## src/rtl/draw_pkg.sv

```systemverilog
`default_nettype none
// ============================================================================
// Module   : draw_pkg
// Brief    : Shared constants and FSM encoding for the draw command queue.
// Revision : 1.0 - initial release
// ============================================================================
package draw_pkg;

    localparam int          DRAW_X_WIDTH         = 6;
    localparam int          DRAW_Y_WIDTH         = 6;
    localparam logic [5:0]  DRAW_X_MAX           = 6'd63;
    localparam logic [5:0]  DRAW_Y_MAX           = 6'd47;
    localparam int          DRAW_COLOR_WIDTH     = 8;
    localparam int          DRAW_FIFO_DEPTH_LOG2 = 3;
    localparam logic [19:0] DRAW_WAIT_TIMEOUT    = 20'd400000;

    typedef enum logic [1:0] {
        IDLE      = 2'd0,
        ISSUE     = 2'd1,
        WAIT_DONE = 2'd2
    } draw_state_t;

endpackage
`default_nettype wire

```

## src/rtl/sync_fifo.sv

```systemverilog
`default_nettype none
// ============================================================================
// Module   : sync_fifo
// Brief    : Single-clock circular-buffer FIFO with occupancy count.
// Revision : 1.0 - initial release
// ============================================================================
module sync_fifo #(
    parameter int WIDTH      = 32,
    parameter int DEPTH_LOG2 = 3
) (
    input  logic                  clk_i,
    input  logic                  rst_ni,
    input  logic                  push_i,
    input  logic [WIDTH-1:0]      data_i,
    input  logic                  pop_i,
    output logic [WIDTH-1:0]      data_o,
    output logic [DEPTH_LOG2:0]   level_o,
    output logic                  full_o,
    output logic                  empty_o
);

    localparam int DEPTH = 2 ** DEPTH_LOG2;

    logic [WIDTH-1:0]      mem_q [DEPTH];
    logic [DEPTH_LOG2-1:0] wr_ptr_q;
    logic [DEPTH_LOG2-1:0] rd_ptr_q;
    logic [DEPTH_LOG2:0]   level_q;
    logic                  do_push;
    logic                  do_pop;

    assign full_o  = (level_q == (DEPTH_LOG2 + 1)'(DEPTH));
    assign empty_o = (level_q == '0);
    assign do_push = push_i && !full_o;
    assign do_pop  = pop_i && !empty_o;

    // Pointers are exactly DEPTH_LOG2 wide, so the increment wraps modulo depth.
    always_ff @(posedge clk_i or negedge rst_ni) begin
        if (!rst_ni) begin
            wr_ptr_q <= '0;
            rd_ptr_q <= '0;
            level_q  <= '0;
        end else begin
            if (do_push) begin
                wr_ptr_q <= wr_ptr_q + 1'b1;
            end
            if (do_pop) begin
                rd_ptr_q <= rd_ptr_q + 1'b1;
            end
            if (do_push && !do_pop) begin
                level_q <= level_q + 1'b1;
            end else if (do_pop && !do_push) begin
                level_q <= level_q - 1'b1;
            end
        end
    end

    always_ff @(posedge clk_i) begin
        if (do_push) begin
            mem_q[wr_ptr_q] <= data_i;
        end
    end

    assign data_o  = mem_q[rd_ptr_q];
    assign level_o = level_q;

endmodule
`default_nettype wire

```

## src/rtl/draw_cmd_queue.sv

```systemverilog
`default_nettype none
// ============================================================================
// Module   : draw_cmd_queue
// Brief    : Buffers, normalises and range-checks rectangle commands, then
//            issues them one at a time to the superpixel rectangle drawer.
// Revision : 1.0 - initial release
// ============================================================================
module draw_cmd_queue
    import draw_pkg::*;
#(
    parameter int                        SPIXEL_X_WIDTH  = DRAW_X_WIDTH,
    parameter int                        SPIXEL_Y_WIDTH  = DRAW_Y_WIDTH,
    parameter logic [SPIXEL_X_WIDTH-1:0] SPIXEL_X_MAX    = DRAW_X_MAX,
    parameter logic [SPIXEL_Y_WIDTH-1:0] SPIXEL_Y_MAX    = DRAW_Y_MAX,
    parameter int                        COLOR_ID_WIDTH  = DRAW_COLOR_WIDTH,
    parameter int                        FIFO_DEPTH_LOG2 = DRAW_FIFO_DEPTH_LOG2,
    parameter logic [19:0]               WAIT_TIMEOUT    = DRAW_WAIT_TIMEOUT
) (
    input  logic                       clk_i,
    input  logic                       rst_ni,
    input  logic [SPIXEL_X_WIDTH-1:0]  cmd_x0_i,
    input  logic [SPIXEL_X_WIDTH-1:0]  cmd_x1_i,
    input  logic [SPIXEL_Y_WIDTH-1:0]  cmd_y0_i,
    input  logic [SPIXEL_Y_WIDTH-1:0]  cmd_y1_i,
    input  logic [COLOR_ID_WIDTH-1:0]  cmd_color_i,
    input  logic                       cmd_valid_i,
    output logic                       cmd_ready_o,
    output logic [SPIXEL_X_WIDTH-1:0]  dr_x0_o,
    output logic [SPIXEL_Y_WIDTH-1:0]  dr_y0_o,
    output logic [SPIXEL_X_WIDTH-1:0]  dr_x1_o,
    output logic [SPIXEL_Y_WIDTH-1:0]  dr_y1_o,
    output logic [COLOR_ID_WIDTH-1:0]  dr_data_o,
    output logic                       dr_vld_o,
    input  logic                       dr_done_i,
    output logic                       busy_o,
    output logic [FIFO_DEPTH_LOG2:0]   level_o,
    output logic                       err_range_o,
    output logic                       err_timeout_o,
    input  logic                       err_clr_i
);

    localparam int CMD_WIDTH = 2 * SPIXEL_X_WIDTH + 2 * SPIXEL_Y_WIDTH + COLOR_ID_WIDTH;

    logic [SPIXEL_X_WIDTH-1:0] x_lo, x_hi;
    logic [SPIXEL_Y_WIDTH-1:0] y_lo, y_hi;
    logic                      x_oor, y_oor;
    logic                      accept, push;
    logic [CMD_WIDTH-1:0]      push_word, head_word;
    logic                      fifo_full, fifo_empty;

    draw_state_t               state_q, state_d;
    logic [19:0]               wait_cnt_q;
    logic                      timeout_hit;
    logic                      pop, cnt_clr, cnt_inc, timeout_set, range_set;

    logic [SPIXEL_X_WIDTH-1:0] dr_x0_q, dr_x1_q;
    logic [SPIXEL_Y_WIDTH-1:0] dr_y0_q, dr_y1_q;
    logic [COLOR_ID_WIDTH-1:0] dr_data_q;
    logic                      err_range_q, err_timeout_q;

    // When the legal maximum is the all-ones code no input can exceed it.
    generate
        if (SPIXEL_X_MAX == {SPIXEL_X_WIDTH{1'b1}}) begin : g_x_full_range
            assign x_oor = 1'b0;
        end else begin : g_x_range_chk
            assign x_oor = (cmd_x0_i > SPIXEL_X_MAX) || (cmd_x1_i > SPIXEL_X_MAX);
        end
        if (SPIXEL_Y_MAX == {SPIXEL_Y_WIDTH{1'b1}}) begin : g_y_full_range
            assign y_oor = 1'b0;
        end else begin : g_y_range_chk
            assign y_oor = (cmd_y0_i > SPIXEL_Y_MAX) || (cmd_y1_i > SPIXEL_Y_MAX);
        end
    endgenerate

    assign x_lo      = (cmd_x0_i < cmd_x1_i) ? cmd_x0_i : cmd_x1_i;
    assign x_hi      = (cmd_x0_i < cmd_x1_i) ? cmd_x1_i : cmd_x0_i;
    assign y_lo      = (cmd_y0_i < cmd_y1_i) ? cmd_y0_i : cmd_y1_i;
    assign y_hi      = (cmd_y0_i < cmd_y1_i) ? cmd_y1_i : cmd_y0_i;
    assign push_word = {x_lo, y_lo, x_hi, y_hi, cmd_color_i};

    assign cmd_ready_o = !fifo_full;
    assign accept      = cmd_valid_i && cmd_ready_o;
    assign push        = accept && !(x_oor || y_oor);
    assign range_set   = accept && (x_oor || y_oor);

    sync_fifo #(
        .WIDTH      (CMD_WIDTH),
        .DEPTH_LOG2 (FIFO_DEPTH_LOG2)
    ) u_fifo (
        .clk_i   (clk_i),
        .rst_ni  (rst_ni),
        .push_i  (push),
        .data_i  (push_word),
        .pop_i   (pop),
        .data_o  (head_word),
        .level_o (level_o),
        .full_o  (fifo_full),
        .empty_o (fifo_empty)
    );

    assign timeout_hit = (WAIT_TIMEOUT != 20'd0) && (wait_cnt_q == WAIT_TIMEOUT);

    always_ff @(posedge clk_i or negedge rst_ni) begin
        if (!rst_ni) begin
            state_q <= IDLE;
        end else begin
            state_q <= state_d;
        end
    end

    always_comb begin
        state_d = state_q;
        case (state_q)
            IDLE:      if (!fifo_empty) state_d = ISSUE;
            ISSUE:     state_d = WAIT_DONE;
            WAIT_DONE: if (dr_done_i || timeout_hit) state_d = IDLE;
            default:   state_d = IDLE;
        endcase
    end

    // A done pulse wins over a simultaneous timeout.
    always_comb begin
        dr_vld_o    = 1'b0;
        pop         = 1'b0;
        cnt_clr     = 1'b0;
        cnt_inc     = 1'b0;
        timeout_set = 1'b0;
        case (state_q)
            IDLE:      pop = !fifo_empty;
            ISSUE: begin
                dr_vld_o = 1'b1;
                cnt_clr  = 1'b1;
            end
            WAIT_DONE: begin
                timeout_set = !dr_done_i && timeout_hit;
                cnt_inc     = !dr_done_i && !timeout_hit;
            end
            default: ;
        endcase
    end

    always_ff @(posedge clk_i or negedge rst_ni) begin
        if (!rst_ni) begin
            dr_x0_q       <= '0;
            dr_y0_q       <= '0;
            dr_x1_q       <= '0;
            dr_y1_q       <= '0;
            dr_data_q     <= '0;
            wait_cnt_q    <= '0;
            err_range_q   <= 1'b0;
            err_timeout_q <= 1'b0;
        end else begin
            if (pop) begin
                {dr_x0_q, dr_y0_q, dr_x1_q, dr_y1_q, dr_data_q} <= head_word;
            end
            if (cnt_clr) begin
                wait_cnt_q <= '0;
            end else if (cnt_inc) begin
                wait_cnt_q <= wait_cnt_q + 20'd1;
            end
            err_range_q   <= range_set   | (err_range_q   & ~err_clr_i);
            err_timeout_q <= timeout_set | (err_timeout_q & ~err_clr_i);
        end
    end

    assign dr_x0_o       = dr_x0_q;
    assign dr_y0_o       = dr_y0_q;
    assign dr_x1_o       = dr_x1_q;
    assign dr_y1_o       = dr_y1_q;
    assign dr_data_o     = dr_data_q;
    assign busy_o        = (state_q != IDLE) || !fifo_empty;
    assign err_range_o   = err_range_q;
    assign err_timeout_o = err_timeout_q;

endmodule
`default_nettype wire
```

## config.mk

```make
export PLATFORM = sky130hd
export DESIGN_NAME = draw_cmd_queue
export DESIGN_NICKNAME = d
export VERILOG_FILES = /design/src/rtl/draw_pkg.sv /design/src/rtl/sync_fifo.sv /design/src/rtl/draw_cmd_queue.sv
export SDC_FILE = /design/constraint.sdc
export NUM_CORES = 1
export LEC_CHECK = 0
export CORE_MARGIN = 5
export CORE_UTILIZATION = 61
export DETAILED_ROUTE_END_ITERATION = 12
export GPL_TIMING_DRIVEN = 1
export PLACE_DENSITY = 0.81
export SLEW_MARGIN = 15
export SYNTH_ARGS = -nofsm -noshare
export SYNTH_HDL_FRONTEND = slang
export SYNTH_HIERARCHICAL = 1
export SYNTH_SLANG_ARGS = --single-unit
```

## constraint.sdc

```tcl
create_clock -name clk_i -period 6.2 [get_ports clk_i]
set_input_delay 1.24 -clock clk_i [delete_from_list [all_inputs] [get_ports clk_i]]
set_output_delay 1.24 -clock clk_i [all_outputs]
set_load 0.005 [all_outputs]
```

==> reports/qor.yml <==
sta:
  worst_pin_slew_ps: 932
  rsz0062_at_grt: "no"
  hold_viol: 0
  finalCritPeriodShare_pct: 61.7
  finalClockSkew_ps: 9.23
  period_minus_slack_ps: 3830
  relSlewSlack_pct: 37.9
  maxSlewViolCount: 0
  finalSetupViolCount: 0
  tns_ps: 0
  fmax_ghz: 0.261
clock_network:
  numCtsBuffers: 31
  cts.path.max_buffers: 3
  postCtsHoldBufs: 0
  tritoncts: "yes"
  post_cts_resized: 0
  h-tree-depth: 1
  cts_sinks: 322
  clockRootBuffer: "clkbuf_16"
  post_cts_buffers: 0
  path_clk_slew_ps: 70
  clock_latency_ps: 570
synth:
  synth_edf_count: 256
  avgSynthCellArea_um2: 18.9
  synth_cell_types: 51
  ys_warn_count: 6
  ys_seq_area_share_pct: 70.3
  syn_area_um2: 13300
  synth_nets: 759
  synthArstFlopShare_pct: 20.5
  ys_seq_elements: 322
  syn_inst: 704
  dominantRegCellSynth: "edfxtp_1"
pwr:
  powerDensity_nw_per_um2: 449
  vdd_ir_drop_max_uv: 273
  swShare_pct: 27.7
  p_clk_share_pct: 28.7
  power_frac_comb_pct: 29.5
  power_switching_uw: 1930
  seqPwrFrac_pct: 41.9
  power.internal_uw: 5050
  leakagePower_uw: 0.00543
  power_uw: 6980
cells_and_area:
  final_nets: 855
  antenna_cells: 0
  multiInputGateArea_um2: 3750
  final_cell_mix: "edfxtp_1 (256), mux2_2 (90), clkdlybuf4s50_1 (76)"
  num-fill-cells: 1274
  layout_commonest_cell: "edfxtp_1"
  syn2layout_area_growth_pct: 16.9
  layout-drive-gt1-share_pct: 28.0
  register_area_um2: 9340
routing:
  wl_per_cell_um: 23.6
  first_iter_violations: 677
  vias: 6903
  drcViolationCount: 0
  vias_per_cell: 6.25
  ant_nets: 0
  totalWireLength_mm: 26.0
  drt-pass1-iter-count: 5
floorplan:
  rows: 54
  die_area_um2: 24800
  start_util_pct: 61.5
  design.core.area_um2: 21600
  fp.dieW_um: 158
  die_h_um: 158
  io_pins: 78
setup_path:
  r2r_slack_ps: 2790
  reg2regPathDepth: 12
  critical_path_class: "input pin to flip-flop"
  cp-start-kind: "input pin"
  cp.arrival_ps: 4260
  r2r-start: "u_fifo/level_o[0]$_DFFE_PN0P_"
  cp.required_ps: 6630
  cp-endpoint: "u_fifo/level_o[3]$_DFFE_PN0P_"
  crit_fanout: 6
  rr_endpoint: "u_fifo/level_o[3]$_DFFE_PN0P_"
  endpoint_kind: "flip-flop"
  crit_start: "cmd_y1_i[5]"
global_routing:
  grt_overflow: 0
  grt_max_degree: 67
  grt_pass1_wl_mm: 40.7
  grt_pass1_vias: 6995
  antenna_found_initial: 0
  grt_use_total_pct: 21.6
placed_design:
  portBuffers: 77
  routabilityCongestion: 0.801
  hpwl_mm: 15.1
run_status:
  status: "finished, final reports clean"
hold_path:
  hp-class: "flip-flop to flip-flop"
  hp-start: "dr_data_o[0]$_DFFE_PN0P_"
job:
  cap_violations: 0
==> cells in the mapped netlist (2+ instances only) <==
cell | number | area [um2]
clkbuf_1 | 10 | 37.5
mux2_2 | 90 | 1010
nand3_1 | 21 | 105
inv_1 | 25 | 93.8
xor2_1 | 3 | 26.3
nand4_1 | 8 | 50.1
mux2i_1 | 9 | 90.1
nand2b_1 | 9 | 56.3
or4b_1 | 2 | 20.0
and4_1 | 3 | 26.3
or3_1 | 2 | 12.5
mux4_2 | 55 | 1240
nor3_1 | 7 | 35.0
o211ai_1 | 2 | 15.0
buf_2 | 6 | 30.0
nor2_1 | 15 | 56.3
nand2_1 | 22 | 82.6
ha_1 | 17 | 213
xnor2_1 | 5 | 43.8
or4_1 | 2 | 15.0
a31oi_1 | 2 | 12.5
mux4_1 | 9 | 236
buf_6 | 5 | 56.3
o21ai_0 | 14 | 70.1
a211oi_1 | 2 | 15.0
nor4_1 | 2 | 12.5
buf_1 | 5 | 18.8
and3_1 | 4 | 25.0
nand3b_1 | 2 | 15.0
edfxtp_1 | 256 | 7690
dfrtp_1 | 66 | 1650
a21oi_1 | 5 | 25.0
==> cell families (layout without fill, tap and decap cells) <==
| logic type | after synthesis | count (layout) | synth area share, % |
|---|---|---|---|
| flip-flops | 322 | 322 | 70.3 |
| multiplexers | 164 | 164 | 19.5 |
| AND/OR/NAND/NOR | 107 | 107 | 4.38 |
| buffers and inverters | 53 | 174 | 1.95 |
| AO/OA/AOI/OAI | 32 | 32 | 1.63 |
| adder cells (fa/ha/maj) | 18 | 18 | 1.75 |
| XOR/XNOR | 8 | 8 | 0.527 |
==> power by group through the flow <==
| stage | Sequential [uW] | Combinational [uW] | Clock (uW) |
|---|---|---|---|
| detailed placement | 2970 | 2050 | 0 |
| global placement | 2940 | 1990 | 0 |
| finish | 2920 | 2060 | 2000 |
| global route | 2970 | 2200 | 2140 |
| CTS | 2930 | 2080 | 2030 |
| floorplan | 2860 | 1450 | 0 |
==> state kept, by name, summed over array words and instances (netlist names) <==
| signal | count |
|---|---|
| dr_y1_o | 6 |
| u_fifo/wr_ptr_q | 3 |
| u_fifo/mem_q | 256 |
| err_range_o | 1 |
| dr_data_o | 8 |
| dr_x0_o | 6 |
| state_q | 2 |
| dr_y0_o | 6 |
| dr_x1_o | 6 |
| err_timeout_o | 1 |
| wait_cnt_q | 20 |
| u_fifo/level_o | 4 |
| u_fifo/rd_ptr_q | 3 |
==> stage by stage <==
stage | utilization (%) | hold slack, ps | area, um2 | worst slack [ps] | std cells
2_1_floorplan | - | 459 | 13300 | 1730 | 704
5_1_grt | 71.9 | 524 | 15500 | 2250 | 1105
6_report | 71.9 | 507 | 15500 | 2370 | 1105
4_1_cts | 71.9 | 509 | 15500 | 2400 | 1105
3_3_place_gp | 66.8 | 487 | 14400 | 2000 | 1047
3_5_place_dp | 66.8 | 495 | 14400 | 1850 | 1047
==> how the worst min path moves through the flow <==
stage,to,depth (start not counted),slack (ps)
after floorplan,state_q[0]$_DFFE_PN0P_,1,460
after global placement,dr_data_o[6]$_DFFE_PN0P_,1,490
after detailed placement,dr_y1_o[1]$_DFFE_PN0P_,1,490
after CTS,dr_y1_o[4]$_DFFE_PN0P_,1,510
after global routing,dr_x0_o[5]$_DFFE_PN0P_,1,520
final,dr_data_o[0]$_DFFE_PN0P_,1,510
==> critical path, stage by stage <==
cell and delay (ps):
clkdlybuf4s50_1 480, a22oi_1 480, and3_1 300, nand2_1 130, inv_1 90, ha_1 250, inv_1 140, ha_1 370
or4_1 540, o211ai_1 120, o211ai_1 120
==> cell type report <==
type	instances	area share (%)
clock buffers	40	5.40
clock inverters	18	1.70
inverters	25	0.604
multi-input cells	329	24.1
flip-flops and latches	322	60.1
well taps	280	2.25
repair buffers	91	5.78
==> per-layer routing <==
metal	GRT usage [%]	routed length, um
met4	3.93	449
met3	3.14	1710
met5	0	0
met1	32.0	10900
met2	35.5	13000
(Power assumes the default switching activity.)
